[src/rtl/eqed_inject_ctrl_if.sv]
// Handshake/config/observation bundle between an experiment driver and the
// EQED injection controller.
interface eqed_inject_ctrl_if #(
  parameter int NUM_FF = 8,
  parameter int SEL_W  = 4,
  parameter int CNT_W  = 10
);
  logic              start;
  logic [SEL_W-1:0]  ff_sel;
  logic [CNT_W-1:0]  inj_cycle;
  logic [NUM_FF-1:0] eqed_sel;
  logic              error_injected;
  logic [CNT_W-1:0]  cycle_count;
  logic              busy;
  logic              done;
  logic              inj_skipped;

  modport master (
    output start, ff_sel, inj_cycle,
    input  eqed_sel, error_injected, cycle_count, busy, done, inj_skipped
  );

  modport slave (
    input  start, ff_sel, inj_cycle,
    output eqed_sel, error_injected, cycle_count, busy, done, inj_skipped
  );
endinterface

[src/rtl/eqed_inject_ctrl.sv]
// Run controller for single-bit-flip EQED experiments: one bounded run per
// start, at most one one-hot flip select per run, done pulse at the end.
module eqed_inject_ctrl #(
  parameter int NUM_FF = 8,
  parameter int SEL_W  = 4,
  parameter int CNT_W  = 10,
  parameter int WINDOW = 6
) (
  input  logic             clk,
  input  logic             rst,
  eqed_inject_ctrl_if.slave bus
);

  typedef enum logic [1:0] {IDLE, RUN, DONE} state_t;

  localparam logic [CNT_W-1:0] WINDOW_C = CNT_W'(WINDOW);

  state_t            state_q, state_d;
  logic [SEL_W-1:0]  ff_sel_q, ff_sel_d;
  logic [CNT_W-1:0]  inj_cycle_q, inj_cycle_d;
  logic [CNT_W-1:0]  cycle_count_q, cycle_count_d;
  logic              err_q, err_d;
  logic              skip_q, skip_d;

  logic              ff_valid;
  logic              fire;
  logic [NUM_FF-1:0] eqed_sel;

  // Out-of-range selects are golden runs: never flip, never report a skip.
  assign ff_valid = (ff_sel_q < SEL_W'(NUM_FF));
  assign fire     = (state_q == RUN) && (cycle_count_q == inj_cycle_q) &&
                    ff_valid && !err_q;

  for (genvar gi = 0; gi < NUM_FF; gi++) begin : g_sel
    assign eqed_sel[gi] = fire && (ff_sel_q == SEL_W'(gi));
  end

  always_comb begin
    state_d       = state_q;
    ff_sel_d      = ff_sel_q;
    inj_cycle_d   = inj_cycle_q;
    cycle_count_d = cycle_count_q;
    err_d         = err_q | fire;
    skip_d        = skip_q;
    unique case (state_q)
      IDLE: begin
        if (bus.start) begin
          state_d       = RUN;
          ff_sel_d      = bus.ff_sel;
          inj_cycle_d   = bus.inj_cycle;
          cycle_count_d = CNT_W'(1);
          err_d         = 1'b0;
          skip_d        = 1'b0;
        end
      end
      RUN: begin
        if (cycle_count_q == WINDOW_C) begin
          state_d = DONE;
          // A flip on the final cycle still counts as applied.
          skip_d  = ff_valid && !err_q && !fire;
        end else begin
          cycle_count_d = cycle_count_q + CNT_W'(1);
        end
      end
      DONE:    state_d = IDLE;
      default: state_d = IDLE;
    endcase
  end

  always_ff @(posedge clk or negedge rst) begin
    if (!rst) begin
      state_q       <= IDLE;
      ff_sel_q      <= '0;
      inj_cycle_q   <= '0;
      cycle_count_q <= '0;
      err_q         <= 1'b0;
      skip_q        <= 1'b0;
    end else begin
      state_q       <= state_d;
      ff_sel_q      <= ff_sel_d;
      inj_cycle_q   <= inj_cycle_d;
      cycle_count_q <= cycle_count_d;
      err_q         <= err_d;
      skip_q        <= skip_d;
    end
  end

  assign bus.eqed_sel       = eqed_sel;
  assign bus.error_injected = err_q;
  assign bus.cycle_count    = cycle_count_q;
  assign bus.busy           = (state_q == RUN);
  assign bus.done           = (state_q == DONE);
  assign bus.inj_skipped    = skip_q;

endmodule

[src/flat_wrapper.sv]
// flat-port wrapper written by rule: the top's interface ports become plain ports
module eqed_inject_ctrl_flat 
#(
  parameter int NUM_FF = 8,
  parameter int SEL_W  = 4,
  parameter int CNT_W  = 10,
  parameter int WINDOW = 6
)
  (clk, rst, bus_start, bus_ff_sel, bus_inj_cycle, bus_eqed_sel, bus_error_injected, bus_cycle_count, bus_busy, bus_done, bus_inj_skipped);
  eqed_inject_ctrl_if #(.NUM_FF(NUM_FF), .SEL_W(SEL_W), .CNT_W(CNT_W)) bus_i ();
  input  logic clk;
  input  logic rst;
  input wire logic [$bits(bus_i.start)-1:0] bus_start;
  input wire logic [$bits(bus_i.ff_sel)-1:0] bus_ff_sel;
  input wire logic [$bits(bus_i.inj_cycle)-1:0] bus_inj_cycle;
  output wire logic [$bits(bus_i.eqed_sel)-1:0] bus_eqed_sel;
  output wire logic [$bits(bus_i.error_injected)-1:0] bus_error_injected;
  output wire logic [$bits(bus_i.cycle_count)-1:0] bus_cycle_count;
  output wire logic [$bits(bus_i.busy)-1:0] bus_busy;
  output wire logic [$bits(bus_i.done)-1:0] bus_done;
  output wire logic [$bits(bus_i.inj_skipped)-1:0] bus_inj_skipped;
  assign bus_i.start = bus_start;
  assign bus_i.ff_sel = bus_ff_sel;
  assign bus_i.inj_cycle = bus_inj_cycle;
  assign bus_eqed_sel = bus_i.eqed_sel;
  assign bus_error_injected = bus_i.error_injected;
  assign bus_cycle_count = bus_i.cycle_count;
  assign bus_busy = bus_i.busy;
  assign bus_done = bus_i.done;
  assign bus_inj_skipped = bus_i.inj_skipped;
  eqed_inject_ctrl #(.NUM_FF(NUM_FF), .SEL_W(SEL_W), .CNT_W(CNT_W), .WINDOW(WINDOW)) u_core (.clk(clk), .rst(rst), .bus(bus_i));
endmodule
[config.mk]
export PLATFORM = sky130hd
export DESIGN_NAME = eqed_inject_ctrl_flat
export DESIGN_NICKNAME = d
export VERILOG_FILES = /design/src/rtl/eqed_inject_ctrl_if.sv /design/src/rtl/eqed_inject_ctrl.sv /design/src/flat_wrapper.sv
export SDC_FILE = /design/constraint.sdc
export NUM_CORES = 1
export LEC_CHECK = 0
export BUFFER_PORTS_ARGS = -buffer_cell sky130_fd_sc_hd__buf_2
export CORE_MARGIN = 1
export CORE_UTILIZATION = 45
export CTS_BUF_LIST = sky130_fd_sc_hd__clkbuf_4
export DETAILED_ROUTE_END_ITERATION = 16
export PLACE_DENSITY = 0.73
export SYNTH_ARGS = -nofsm -noshare
export SYNTH_HDL_FRONTEND = slang
export SYNTH_SLANG_ARGS = --single-unit
export TNS_END_PERCENT = 1
[constraint.sdc]
create_clock -name clk -period 1.7 [get_ports clk]
set_input_delay 0.34 -clock clk [delete_from_list [all_inputs] [get_ports clk]]
set_output_delay 0.34 -clock clk [all_outputs]
set_load 0.01 [all_outputs]
==> summary.txt <==
Critical path
  • Top cell family by delay on the critical path: simple AND/OR/NAND/NOR gates
  • Kind of start point of the critical path: register
  • Arrival @ worst endpoint: 1.86 ns
  • Buf/Inv on CP: 2
  • Max stage delay on crit path: 0.44 ns
  • CP Max Fanout: 5
  • Slowest-stage cell, CP: dfrtp_1
  • CP cell instances: xor2_1 -> nor4_2 -> nand4_2 -> buf_6 -> nor3_2 -> buf_2
  • Crit Path Class: register to primary output
  • Critical Path Sink Type: primary output
  • Worst Path Required: 1.36 ns

Logic synthesis
  • Synth unique cells: 38
  • Syn Nets: 181
  • Avg Inst Size Synth: 8.97 um^2
  • Register area share after synthesis: 48.2%
  • Synth Instances: 162
  • YS warnings: 0
  • Mapped Area: 1450 um^2
  • Yosys reg bits: 28

Cells and area
  • Post-layout utilization of the core: 64.8%
  • Most common library cell in the layout ignoring fill and taps: nand2_1
  • Number of nets in the layout: 240
  • Area grow syn2layout: 36.2%
  • Fraction of layout cells with a size suffix above 1: 38.6%
  • Most frequent cells in the layout: nand2_1 (48), buf_2 (37), dfrtp_1 (27), buf_4 (17), xor2_1 (12)
  • Final std cells w/o fill: 264
  • Antenna Cells: 0
  • Cell area after layout: 1980 um^2

Placed design
  • Routability cong.: 0.855
  • Placed cell count: 258
  • DP HPWL: 2650 um
  • Placed instance area: 1870 um^2
  • Port-buffer cells: 38

Drt
  • Via count: 1,334
  • Initial DRC Count: 91
  • Total routed wirelength: 3640 um
  • Drt via density: 5.05
  • Routed Antenna Nets: 0
  • Routed len/inst: 13.8 um
  • Drt first pass iters: 4
  • DRC violations left: 0

Clock tree
  • Total CTS buffers: 3
  • # hold bufs at CTS: 0
  • Clk_lat worst skew: 0.32 ns
  • H-tree level count: 1
  • Clock Path Buffers: 2
  • CTS tree: yes
  • Clock transition at path regs: 0.15 ns
  • Root Driver: clkbuf_4
  • CTS Sinks: 28

Power
  • Peak supply drop: 0.000696 V
  • Leakage power: 0.994 nW
  • PwrDens: 1730 nW/um^2

Status
  • Failing checks: setup timing
  • Run status: complete, but fails checks

STA
  • Skew final: 0.00965 ns
  • Final period util: 130%
  • Final worst slack: -0.505 ns
  • Final setup fails: 8
  • Max-slew headroom: 59.1%
  • Unrepaired setup endpoints after global routing: true
  • Final hold violations: 0
  • Final Max Tran Viols: 0
  • Final Critical Period: 2.20 ns
  • Worst slew pin tran: 0.613 ns
  • Achievable frequency: 454 MHz

Floorplan
  • Cell row count: 20
  • Die Width: 58.8 um
  • I/O pin total: 39
  • Core ar.: 3050 um^2
  • Full die area: 3460 um^2
  • Die height: 58.8 um
  • Initial Util: 47.6%

GRT
  • First-pass GRT wire length: 5940 um
  • Vias in the first global route: 1,263
  • Initial antenna violation count: 0
  • Maximum number of pins on one net before global-route repair: 29
  • Grt ovf: 0
  • Global-route usage over all layers: 23.1%

Hold path
  • Worst hold path type: primary input to asynchronous set/reset pin

Job
  • Max_cap viols: 0
[path summary, 6_finish.rpt]
check,from,end,slack [ns],cells past startpoint
worst max-delay path,u_core.bus.cycle_count[3]$_DFFE_PN0P_,bus_eqed_sel[5],-0.50,6
worst min-delay path,rst,u_core.inj_cycle_q[0]$_DFFE_PN0P_,0.01,1
worst max register to register,u_core.bus.cycle_count[3]$_DFFE_PN0P_,u_core.bus.cycle_count[2]$_DFFE_PN0P_,0.03,6
worst min register to register,u_core.inj_cycle_q[6]$_DFFE_PN0P_,u_core.inj_cycle_q[6]$_DFFE_PN0P_,0.51,2
max in group asynchronous,rst,u_core.bus.cycle_count[0]$_DFFE_PN0P_,1.26,1
min in group clk,bus_ff_sel[3],u_core.ff_sel_q[3]$_DFFE_PN0P_,0.19,3
[report_power, final]
part,switching (W),total [W],internal (W)
combinational,0.00104,0.00190,0.000860
sequential,0.000286,0.00125,0.000963
clock,0.000185,0.000271,0.0000859
[per-layer routing]
layer / GRT usage [%] / wire (um) / share of wire (%) / up-vias
met1: 31.6 / 1660 / 46 / 627
met3: 2.20 / 132 / 3.6 / 10
li1: - / - / - / 660
met4: 7.82 / 87 / 2.4 / 0
met5: 0 / 0 / 0 / -
met2: 38.6 / 1760 / 48 / 37
[layout make-up]
| cell class | instances | area (um^2) |
|---|---|---|
| Inverter | 4 | 17.5 |
| Sequential cell | 28 | 702 |
| Tap cell | 44 | 55.1 |
| Multi-Input combinational cell | 124 | 797 |
| Timing Repair Buffer | 60 | 380 |
| Fill cell | 262 | 1070 |
| Clock inverter | 1 | 3.75 |
| Clock buffer | 3 | 22.5 |
[sequential cells by signal, indices dropped and copies added, names as in the netlist]
| signal | cells |
|---|---|
| u_core.bus.inj_skipped | 1 |
| u_core.bus.cycle_count | 10 |
| u_core.state_q | 2 |
| u_core.ff_sel_q | 4 |
| u_core.inj_cycle_q | 10 |
| u_core.bus.error_injected | 1 |
[cells in the mapped netlist]
library cell,count,share of area (%)
nand3b_1,2,1.0
nand4_1,3,1.3
nor2_1,6,1.6
or4_4,1,0.78
nand2b_1,2,0.86
nand4_2,1,0.86
and4b_1,1,0.69
or3b_1,1,0.60
clkbuf_1,4,1.0
nand2_1,48,12
xor2_1,12,7.2
nor4b_1,1,0.60
nand3_1,4,1.4
and3_1,1,0.43
nand2b_2,1,0.60
nor4_2,1,0.86
nand4b_1,1,0.60
mux2i_1,2,1.4
xnor2_1,1,0.60
nor4_1,1,0.43
nor3_1,14,4.8
or3_1,2,0.86
clkinv_1,1,0.26
a21oi_2,1,0.60
o21ai_1,1,0.34
a31o_1,1,0.60
and3_2,1,0.52
nor2b_1,2,0.86
inv_1,3,0.78
nor3b_1,1,0.52
dfrtp_1,28,48
buf_2,2,0.69
a31o_2,1,0.60
ha_1,2,1.7
and3_4,1,0.78
o21ai_0,3,1.0
a21oi_1,3,1.0
o31ai_1,1,0.52
[cells by family (layout without fill, tap and decap cells)]
group / count (synthesis) / in the layout / synth area share [%]
AND/OR/NAND/NOR: 96 / 96 / 33.3
flip-flops: 28 / 28 / 48.2
multiplexers: 2 / 2 / 1.38
adder cells (fa/ha/maj): 2 / 2 / 1.72
AO/OA/AOI/OAI: 11 / 11 / 4.74
buffers and inverters: 10 / 68 / 2.76
XOR/XNOR: 13 / 13 / 7.84
[metrics by stage]
stage               total power (W)  hold WS (ns)  TNS [ns]  setup slack (ns)
floorplan                   0.00226        0.0444     -1.01            -0.119
global placement            0.00290         0.385    -0.208           -0.0275
detailed placement          0.00297         0.388     -1.00            -0.149
CTS                         0.00330        0.0266     -3.86            -0.495
global route                0.00369        0.0454     -4.93            -0.628
finish                      0.00342        0.0117     -3.83            -0.505
[what timing repair did]
| action | CTS | global route |
|---|---|---|
| gates cloned | 1 | 0 |
| pin swaps | 5 | 4 |
| setup buffers | 1 | 0 |
| setup endpoints to repair | 13 | 14 |
| resized for setup | 5 | 12 |
Power figures use the tool's default switching activity.
